<file path="src/rtl/riscV_unrn_pkg.sv">
// Shared memory-access types for the unicycle core and its bus-side adapters.
package riscV_unrn_pkg;

  typedef enum logic [3:0] {
    MEM_NOP = 4'b0000,
    MEM_SB  = 4'b0001,
    MEM_SH  = 4'b0010,
    MEM_SW  = 4'b0011,
    MEM_LB  = 4'b1001,
    MEM_LH  = 4'b1010,
    MEM_LW  = 4'b1011,
    MEM_LBU = 4'b1100,
    MEM_LHU = 4'b1101
  } mem_inst_type_t;

  typedef enum logic [1:0] {
    IDLE,
    REQ,
    WAIT
  } mem_bus_state_t;

  typedef enum logic [1:0] {
    SZ_BYTE,
    SZ_HALF,
    SZ_WORD
  } access_size_t;

  function automatic logic is_load(input mem_inst_type_t t);
    return t[3];
  endfunction

  function automatic logic is_store(input mem_inst_type_t t);
    return !t[3] && (t != MEM_NOP);
  endfunction

  function automatic access_size_t access_size(input mem_inst_type_t t);
    case (t)
      MEM_SB, MEM_LB, MEM_LBU: return SZ_BYTE;
      MEM_SH, MEM_LH, MEM_LHU: return SZ_HALF;
      default:                 return SZ_WORD;
    endcase
  endfunction

  function automatic logic is_aligned(input mem_inst_type_t t, input logic [1:0] offset);
    case (access_size(t))
      SZ_WORD: return offset == 2'b00;
      SZ_HALF: return !offset[0];
      default: return 1'b1;
    endcase
  endfunction

endpackage

</file>
<file path="src/rtl/mem_lane_align.sv">
// Byte-lane steering: byte enables and replicated write data toward the bus,
// lane extraction and sign/zero extension of read data back to the core.
module mem_lane_align
  import riscV_unrn_pkg::*;
(
  input  mem_inst_type_t instType,
  input  logic [1:0]     offset,
  input  logic [31:0]    wdata,
  input  logic [31:0]    rdata,
  output logic [3:0]     be,
  output logic [31:0]    busWdata,
  output logic [31:0]    rdataExt
);

  logic [31:0] shifted;

  always_comb begin
    shifted  = rdata >> {offset, 3'b000};
    be       = '0;
    busWdata = '0;
    rdataExt = '0;
    case (access_size(instType))
      SZ_BYTE: begin
        be       = 4'b0001 << offset;
        busWdata = {4{wdata[7:0]}};
      end
      SZ_HALF: begin
        be       = offset[1] ? 4'b1100 : 4'b0011;
        busWdata = {2{wdata[15:0]}};
      end
      default: begin
        be       = '1;
        busWdata = wdata;
      end
    endcase
    case (instType)
      MEM_LB:  rdataExt = {{24{shifted[7]}}, shifted[7:0]};
      MEM_LBU: rdataExt = {24'h000000, shifted[7:0]};
      MEM_LH:  rdataExt = {{16{shifted[15]}}, shifted[15:0]};
      MEM_LHU: rdataExt = {16'h0000, shifted[15:0]};
      default: rdataExt = shifted;
    endcase
  end

endmodule

</file>
<file path="src/rtl/mem_bus_adapter.sv">
// Turns unicycle core memory accesses into word-aligned req/gnt + rvalid bus
// transactions, stalling the core while a transaction is outstanding.
module mem_bus_adapter
  import riscV_unrn_pkg::*;
#(
  parameter int unsigned TIMEOUT_CYCLES = 255
) (
  input  logic           clk,
  input  logic           rst,
  input  mem_inst_type_t inst_type_i,
  input  logic [31:0]    addr_i,
  input  logic [31:0]    wdata_i,
  output logic [31:0]    rdata_o,
  output logic           stall_o,
  output logic           misaligned_o,
  output logic           bus_err_o,
  output logic           bus_req_o,
  output logic           bus_we_o,
  output logic [31:0]    bus_addr_o,
  output logic [3:0]     bus_be_o,
  output logic [31:0]    bus_wdata_o,
  input  logic           bus_gnt_i,
  input  logic           bus_rvalid_i,
  input  logic [31:0]    bus_rdata_i
);

  localparam int unsigned CNT_W = $clog2(TIMEOUT_CYCLES + 1);

  mem_bus_state_t state;
  mem_inst_type_t reqType, lastType, alignType;
  logic [31:0]    reqAddr, lastAddr;
  logic           lastValid;
  logic [CNT_W-1:0] timeoutCnt;
  logic           newReq, aligned, timeoutHit;
  logic [1:0]     alignOffset;
  logic [3:0]     laneBe;
  logic [31:0]    laneWdata, laneRdata;

  // The lane unit sees the live request in IDLE (to build be/wdata) and the
  // latched request otherwise (to extract the returning read word).
  always_comb begin
    newReq      = (inst_type_i != MEM_NOP) &&
                  (!lastValid || (inst_type_i != lastType) || (addr_i != lastAddr));
    aligned     = is_aligned(inst_type_i, addr_i[1:0]);
    stall_o     = ((state == IDLE) && newReq && aligned) || (state != IDLE);
    timeoutHit  = timeoutCnt == CNT_W'(TIMEOUT_CYCLES - 1);
    alignType   = (state == IDLE) ? inst_type_i : reqType;
    alignOffset = (state == IDLE) ? addr_i[1:0] : reqAddr[1:0];
  end

  mem_lane_align u_lane (
    .instType (alignType),
    .offset   (alignOffset),
    .wdata    (wdata_i),
    .rdata    (bus_rdata_i),
    .be       (laneBe),
    .busWdata (laneWdata),
    .rdataExt (laneRdata)
  );

  always_ff @(posedge clk) begin
    if (rst) begin
      state        <= IDLE;
      rdata_o      <= '0;
      misaligned_o <= 1'b0;
      bus_err_o    <= 1'b0;
      bus_req_o    <= 1'b0;
      bus_we_o     <= 1'b0;
      bus_addr_o   <= '0;
      bus_be_o     <= '0;
      bus_wdata_o  <= '0;
      reqType      <= MEM_NOP;
      reqAddr      <= '0;
      lastType     <= MEM_NOP;
      lastAddr     <= '0;
      lastValid    <= 1'b0;
      timeoutCnt   <= '0;
    end else begin
      misaligned_o <= 1'b0;
      bus_err_o    <= 1'b0;
      if (inst_type_i == MEM_NOP) lastValid <= 1'b0;
      case (state)
        IDLE: begin
          timeoutCnt <= '0;
          if (newReq && !aligned) begin
            misaligned_o <= 1'b1;
            lastType     <= inst_type_i;
            lastAddr     <= addr_i;
            lastValid    <= 1'b1;
          end else if (newReq) begin
            bus_req_o   <= 1'b1;
            bus_we_o    <= is_store(inst_type_i);
            bus_addr_o  <= {addr_i[31:2], 2'b00};
            bus_be_o    <= laneBe;
            bus_wdata_o <= laneWdata;
            reqType     <= inst_type_i;
            reqAddr     <= addr_i;
            state       <= REQ;
          end
        end
        // A load granted on the last allowed cycle still aborts, so the
        // counter never runs past its terminal value in WAIT.
        REQ: begin
          if (bus_gnt_i && is_store(reqType)) begin
            bus_req_o <= 1'b0;
            lastType  <= reqType;
            lastAddr  <= reqAddr;
            lastValid <= 1'b1;
            state     <= IDLE;
          end else if (timeoutHit) begin
            bus_err_o <= 1'b1;
            rdata_o   <= '0;
            bus_req_o <= 1'b0;
            lastType  <= reqType;
            lastAddr  <= reqAddr;
            lastValid <= 1'b1;
            state     <= IDLE;
          end else begin
            timeoutCnt <= timeoutCnt + CNT_W'(1);
            if (bus_gnt_i) begin
              bus_req_o <= 1'b0;
              state     <= WAIT;
            end
          end
        end
        WAIT: begin
          if (bus_rvalid_i) begin
            rdata_o   <= laneRdata;
            lastType  <= reqType;
            lastAddr  <= reqAddr;
            lastValid <= 1'b1;
            state     <= IDLE;
          end else if (timeoutHit) begin
            bus_err_o <= 1'b1;
            rdata_o   <= '0;
            lastType  <= reqType;
            lastAddr  <= reqAddr;
            lastValid <= 1'b1;
            state     <= IDLE;
          end else begin
            timeoutCnt <= timeoutCnt + CNT_W'(1);
          end
        end
        default: state <= IDLE;
      endcase
    end
  end

  reqHeldWhileStalled: assert property (
    @(posedge clk) disable iff (rst)
    (state != IDLE) |-> ((inst_type_i == reqType) && (addr_i == reqAddr))
  );

endmodule

</file>
<file path="config.mk">
export PLATFORM = sky130hd
export DESIGN_NAME = mem_bus_adapter
export DESIGN_NICKNAME = d
export VERILOG_FILES = /design/src/rtl/riscV_unrn_pkg.sv /design/src/rtl/mem_lane_align.sv /design/src/rtl/mem_bus_adapter.sv
export SDC_FILE = /design/constraint.sdc
export NUM_CORES = 1
export LEC_CHECK = 0
export BUFFER_PORTS_ARGS = -buffer_cell sky130_fd_sc_hd__buf_4
export CORE_ASPECT_RATIO = 1.5
export CORE_MARGIN = 5
export CORE_UTILIZATION = 54
export DETAILED_ROUTE_END_ITERATION = 8
export PLACE_DENSITY = 0.8
export SYNTH_ARGS = -nofsm -noshare
export SYNTH_HDL_FRONTEND = slang
export SYNTH_SLANG_ARGS = --single-unit
</file>
<file path="constraint.sdc">
create_clock -name clk -period 3.22 [get_ports clk]
set_input_delay 0.322 -clock clk [delete_from_list [all_inputs] [get_ports clk]]
set_output_delay 0.322 -clock clk [all_outputs]
set_load 0.02 [all_outputs]
</file>
Yosys cells after proc, flatten, opt, wreduce, memory -nomap -nowiden --
Index checks and enable logic that the tools add are counted.
Word-level totals: flip-flop bits (word level) 185, bits in latches 0, memory bits (writable) 0, ROM bits 0, input port bits 104, output and inout port bits 105, word-level logic and storage cells 135, memories kept 0
Cells by class: $add $sub $neg 1, multipliers 0, div/mod/pow operators 0, $lt $le $gt $ge 0, equality and inequality tests 27, shifts and indexed selects 2, multiplexer cells 52, bitwise logic cells 2, reduce and logical (&&, ||, !) cells 36
Operators with widths (count):
- $mux W32 | 7
- $pmux W32 S2 | 2
- $pmux W32 S4 | 1
- $pmux W32 S3 | 1
- $eq A4 B4 Y1 const B | 8
- $ne A32 B32 Y1 | 1
- $shr A32 B5 Y32 | 1
- $mux W4 | 6
- $mux W8 | 3
- $pmux W8 S3 | 1
- $mux W2 | 8
- $mux W1 | 14
- $pmux W4 S3 | 1
- $reduce_or A3 Y1 | 4
- $add A8 B1 Y8 const B | 1
- $eq A4 B1 Y1 const B | 2
- $eq A4 B2 Y1 const B | 2
- $eq A8 B8 Y1 const B | 1
- $ne A2 B2 Y1 const B | 4
- $pmux W2 S2 | 2
- $pmux W4 S2 | 1
- $reduce_and A4 Y1 | 2
- $reduce_bool A4 Y1 | 2
- $logic_and A1 B1 Y1 | 7
- 20 further kinds | 38

Longest topological paths before layout --
word-level depth 9, gate-level depth with buffers 12

Cells and area by module --
Synthesis repeated with hierarchy kept, for this count alone.
Second synthesis, totals: cells, all modules 1115, area, all modules 9140.0 µm²
Modules (own cells, without submodules):
- mem_bus_adapter | instances 1, cells each 938, area an instance 7772.5 µm², seq. area each 3103.0 µm²
- mem_lane_align | instances 1, cells each 177, area an instance 1367.6 µm², seq. area each 0.0 µm²

Least setup slack after synthesis --
No wires, ideal clock.
kind reg-to-reg, from register state[0], to register rdata_o[22], library setup time 117 ps, arrival time 2538 ps, required time 3103 ps, path slack 565 ps, stages on the path, launching flop included 11, path buffers 2, clock period less this slack 2655 ps, cell sequence dfxtp_1 > inv_1 > ha_1 > buf_2 > mux2i_1 > mux2_2 > a22o_1 > a22oi_2 > clkbuf_1 > o22ai_1 > a22o_1
Between the ends: cells in the longest elaborated chain, start to end 6, elaborated cells on any way between the ends 16, classes of those cells 7 x eq/ne; 1 x shift; 5 x mux; 3 x reduce/logical
RTL lines:
- start: declaration | RTL line mem_bus_adapter.sv:29 | mem_bus_state_t state;
- start signal: assignment | RTL line mem_bus_adapter.sv:63 | state <= IDLE;
- start signal: assignment | RTL line mem_bus_adapter.sv:98 | state <= REQ;
- start signal: assignment | RTL line mem_bus_adapter.sv:109 | state <= IDLE;
- $logic_not A2 Y1 | RTL line mem_bus_adapter.sv:47, mem_bus_adapter.sv:48
- $mux W2 or $mux W4 (tied branches) | RTL line mem_bus_adapter.sv:48, mem_bus_adapter.sv:47
- $shr A32 B5 Y32 or $eq A4 B4 Y1 (tied branches) | RTL line mem_lane_align.sv:18, mem_lane_align.sv:36
- $pmux W32 S4 | RTL line mem_lane_align.sv:36 | case (instType)
- $mux W32 | RTL line mem_bus_adapter.sv:127 | if (bus_rvalid_i) begin
- $pmux W32 S2 | RTL line mem_bus_adapter.sv:82 | case (state)
- end signal: assignment | RTL line mem_bus_adapter.sv:128 | rdata_o <= laneRdata;
- end: declaration | RTL line mem_bus_adapter.sv:13 | output logic [31:0] rdata_o,
Several ways; a longest one is shown, not always the timed one. A chain may end at the register's enable or synchronous reset.

Worst setup path in the final report --
from register lastAddr[1], to output stall_o
Between the ends: cells in the longest elaborated chain, start to end 6
RTL lines:
- start: declaration | RTL line mem_bus_adapter.sv:31 | logic [31:0] reqAddr, lastAddr;
- start signal: assignment | RTL line mem_bus_adapter.sv:88 | lastAddr <= addr_i;
- start signal: assignment | RTL line mem_bus_adapter.sv:107 | lastAddr <= reqAddr;
- start signal: assignment | RTL line mem_bus_adapter.sv:115 | lastAddr <= reqAddr;
- $ne A32 B32 Y1 | RTL line mem_bus_adapter.sv:43 | (!lastValid || (inst_type_i != lastType) || (addr_i != lastAddr));
- $logic_or A1 B1 Y1 | RTL line mem_bus_adapter.sv:43
- $logic_and A1 B1 Y1 | RTL line mem_bus_adapter.sv:42 | newReq = (inst_type_i != MEM_NOP) &&
- $logic_and A1 B1 Y1 (2 in series) | RTL line mem_bus_adapter.sv:45 | stall_o = ((state == IDLE) && newReq && aligned) || (state != IDLE);
- $logic_or A1 B1 Y1 | RTL line mem_bus_adapter.sv:45
- end: declaration | RTL line mem_bus_adapter.sv:14 | output logic stall_o,
Every way passes these cells.

==> metrics.md <==
| Metric | Value |
|---|---|
| Commonest cells post-synth | dfxtp_1, a21oi_1, nor2_1 |
| Port buffer count | 206 |
| Leading area contributor after synthesis | dfxtp_1 |
| Mapped Avg Cell Area | around 8 sq um |
| CTS Buffer Depth | 2 |
| Die span in y | 165 microns |
| Routed vias/inst | just over 6 |
| Vias in the first global route | between 8000 and 9000 |
| RSZ-0062 raised after global routing | false |
| R2R cell count | 8 |
| Post-synthesis sequential area ratio | between 30% and 40% |
| Row count | between 50 and 60 |
| Post-synth cell types | 59 |
| Yosys top cell area share | 35.8% |
| Dpl ws | 0.334 ns |
| Max cap viols | 0 |
| Post-CTS setup buffer count | 0 |
| Worst Setup EP | stall_o |
| Routed len/inst | 19.1 microns |
| Detailed-route wire length | 27.0 mm |
| Total track usage | 27.7% |
| CP Data Arrival Time | 2.66 ns |
| H-Tree Depth | 4 |
| Worst setup margin | approximately 0.24 ns |
| Syn. warnings | 0 |
| Synth Flop Type | dfxtp_1 |
| Max-slew violation count | 0 |
| Worst Hold Margin | 0.181 ns |
| DR DRC count | 0 |
| Reg-to-reg slack, setup | 0.27 ns |
| Fillers | 1405 |
| Ys async rst share | 0% |
| Fraction of layout cells with a size suffix above 1 | 25.7% |
| R2r endpoint | rdata_o[21]$_SDFFE_PP0P_ |
| # diodes | 0 |
| Worst min path class | input port to register |
| Pwr per Cell Area | 614 nW/um^2 |
| # IOs | 209 |
| Critical Path RT | 2.90 ns |
| Initial Util | between 50% and 60% |
| CP endpoint kind | output pin |
| 1st-iter DRT viols | ~660 |
| Final ANT Viol Nets | 0 |
| GR Overflow Total | 0 |
| Clk slew on worst S/H paths | about 0.070 ns |
| Largest net degree at the start of global routing | slightly below 80 |
| Slew HR | 25.0% |
| CTS tree | yes |
| Layout Nets | 1311 |
| Fmax | between 0.3 and 0.4 GHz |
| TritonCTS Buffers | 17 |
| CP startpoint kind | register |
| DRT Pass-1 Iters | 5 |
| Worst-margin pin slew | 1.12 ns |
| Mapped Cells | 1079 |
| DR vias | 8809 |
| Fin. Hold Viols | 0 |
| Post-cts sizing count | 0 |
| # hold bufs at CTS | 0 |
| Hold Crit Start | wdata_i[10] |
| Final setup vio count | 0 |
| Area Growth Syn to Fin | 22.8% |
| Setup_tns | 0 ns |
| Clk root buf | clkbuf_16 |
| Crit Path Category | register to output pin |
| Post-synth EDFFs | 0 |
| Area contributors post-synth | dfxtp_1, a21oi_1, o41ai_1 |
| Global-route wire length before repair | 42.6 mm |
| Minimum clock period after layout | between 2 and 3 ns |
| Initial antenna violation count | 0 |
| P_leak | roughly 4.3 nW |
| Skew final | 0.0172 ns |
| DP Wirelength | roughly 19 mm |
| Die width | 114 microns |
| Reg-to-reg startpoint | state[0]$_SDFFE_PP0P_ |
| Post-route clock period utilization | between 90 and 100% |
| Clk_lat worst skew | ~0.43 ns |
| Status | finished, final reports clean |
| FF+latch count, synth | around 160 |
| Final Util | between 60% and 70% |
| Area of the die | 18800 sq um |
| CP max FO | 18 |
| Critical Path Source | lastAddr[1]$_SDFFE_PP0P_ |
| VDD IR max | 0.432 mV |
| Routability cong. | 0.880 |
| CORE AREA | ~16000 sq um |
| Area of the mapped netlist | 8680 sq um |
| Clock sink count | 155 |
| Most frequent cell after synthesis | dfxtp_1 |
## cells in the final DEF (no fill, tap or decap), types with 4 or more instances in the layout
master,netlist,routed
buf_4,34,231
dfxtp_1,155,155
a21oi_1,123,123
nor2_1,73,72
nand2_1,69,69
o21ai_0,58,58
o21ai_1,57,57
nand3_1,48,48
inv_1,42,42
or4_1,37,37
o41ai_1,35,35
xor2_1,34,34
a22oi_1,23,23
a311oi_2,20,20
mux2_2,19,19
nor4_1,17,17
a22o_1,17,17
clkbuf_16,0,17
mux2i_1,17,16
nand4_1,13,13
nor3_1,11,11
xnor2_1,9,9
o22ai_1,8,8
a311oi_1,7,6
ha_1,6,5
clkinvlp_4,0,5
or3_1,4,4
nor2b_1,4,4
inv_6,0,4
## metrics by stage
step / cell area [sq um] / cells / total power (W)
after global routing: 10700 / 1415 / 0.00687
after detailed placement: 10100 / 1385 / 0.00460
after floorplan: 8680 / 1080 / 0.00389
after CTS: 10700 / 1415 / 0.00655
after global placement: 10100 / 1385 / 0.00454
final: 10700 / 1415 / 0.00654
## how the worst min path moves through the flow
stage / end / slack, ns / cells after the start
after floorplan: timeoutCnt[7]$_SDFFE_PP0P_ / 0.46 / 2
after global placement: rdata_o[8]$_SDFFE_PP0P_ / 0.44 / 2
after detailed placement: rdata_o[8]$_SDFFE_PP0P_ / 0.45 / 2
after CTS: reqAddr[28]$_SDFFE_PP0P_ / 0.17 / 3
after global routing: reqAddr[22]$_SDFFE_PP0P_ / 0.19 / 3
final: bus_wdata_o[10]$_SDFFE_PP0P_ / 0.18 / 3
## final cells by class
type / instances / area (sq um) / share of cell area, %
clock inverter: 13 / 143 / 1.34
inverter: 42 / 158 / 1.48
tap: 203 / 254 / 2.38
timing repair buffer: 232 / 1750 / 16.5
clock buffer: 17 / 425 / 3.99
multi-input combinational: 753 / 4820 / 45.2
sequential: 155 / 3100 / 29.1
## critical path, cell delays in order, from the launching register on
cell and delay, ns:
dfxtp_1 0.33, xor2_1 0.18, or4_1 0.54, nor4_2 0.35, a311o_2 0.51, nand2_1 0.13, buf_4 0.19
## per-layer routing
metal | vias to the layer above | routed length [microns] | global-route usage (%)
li1 | 4176 | - | -
met1 | 4176 | 10100 | 32.2
met2 | 387 | 14000 | 49.2
met3 | 70 | 1860 | 5.25
met4 | 0 | 1040 | 12.2
met5 | - | 0 | 0
## power breakdown
part / total (W) / leakage [nW] / internal [W] / switching, W
Sequential: 0.00231 / 1.27 / 0.00215 / 0.000161
Clock: 0.00196 / 0.264 / 0.00114 / 0.000825
Combinational: 0.00227 / 2.76 / 0.000835 / 0.00143
Total: 0.00654 / 4.29 / 0.00412 / 0.00242
## sequential cells by signal (all words and copies together), names as in the netlist
name          count
bus_wdata_o      32
lastAddr         32
rdata_o          32
reqAddr          32
timeoutCnt        8
bus_be_o          4
lastType          4
reqType           4
state             2
bus_err_o         1
bus_req_o         1
bus_we_o          1
lastValid         1
misaligned_o      1
## cell families after synthesis
logic type | Yosys count | synth area share (%)
multiplexers | 37 | 4.59
AND/OR/NAND/NOR | 296 | 17.2
flip-flops | 155 | 35.8
other | 1 | 0.0432
XOR/XNOR | 43 | 4.34
AO/OA/AOI/OAI | 369 | 27.8
adder cells (fa/ha/maj) | 6 | 0.865
buffers and inverters | 172 | 9.37
Note: power is estimated with default switching activity, not from simulation.
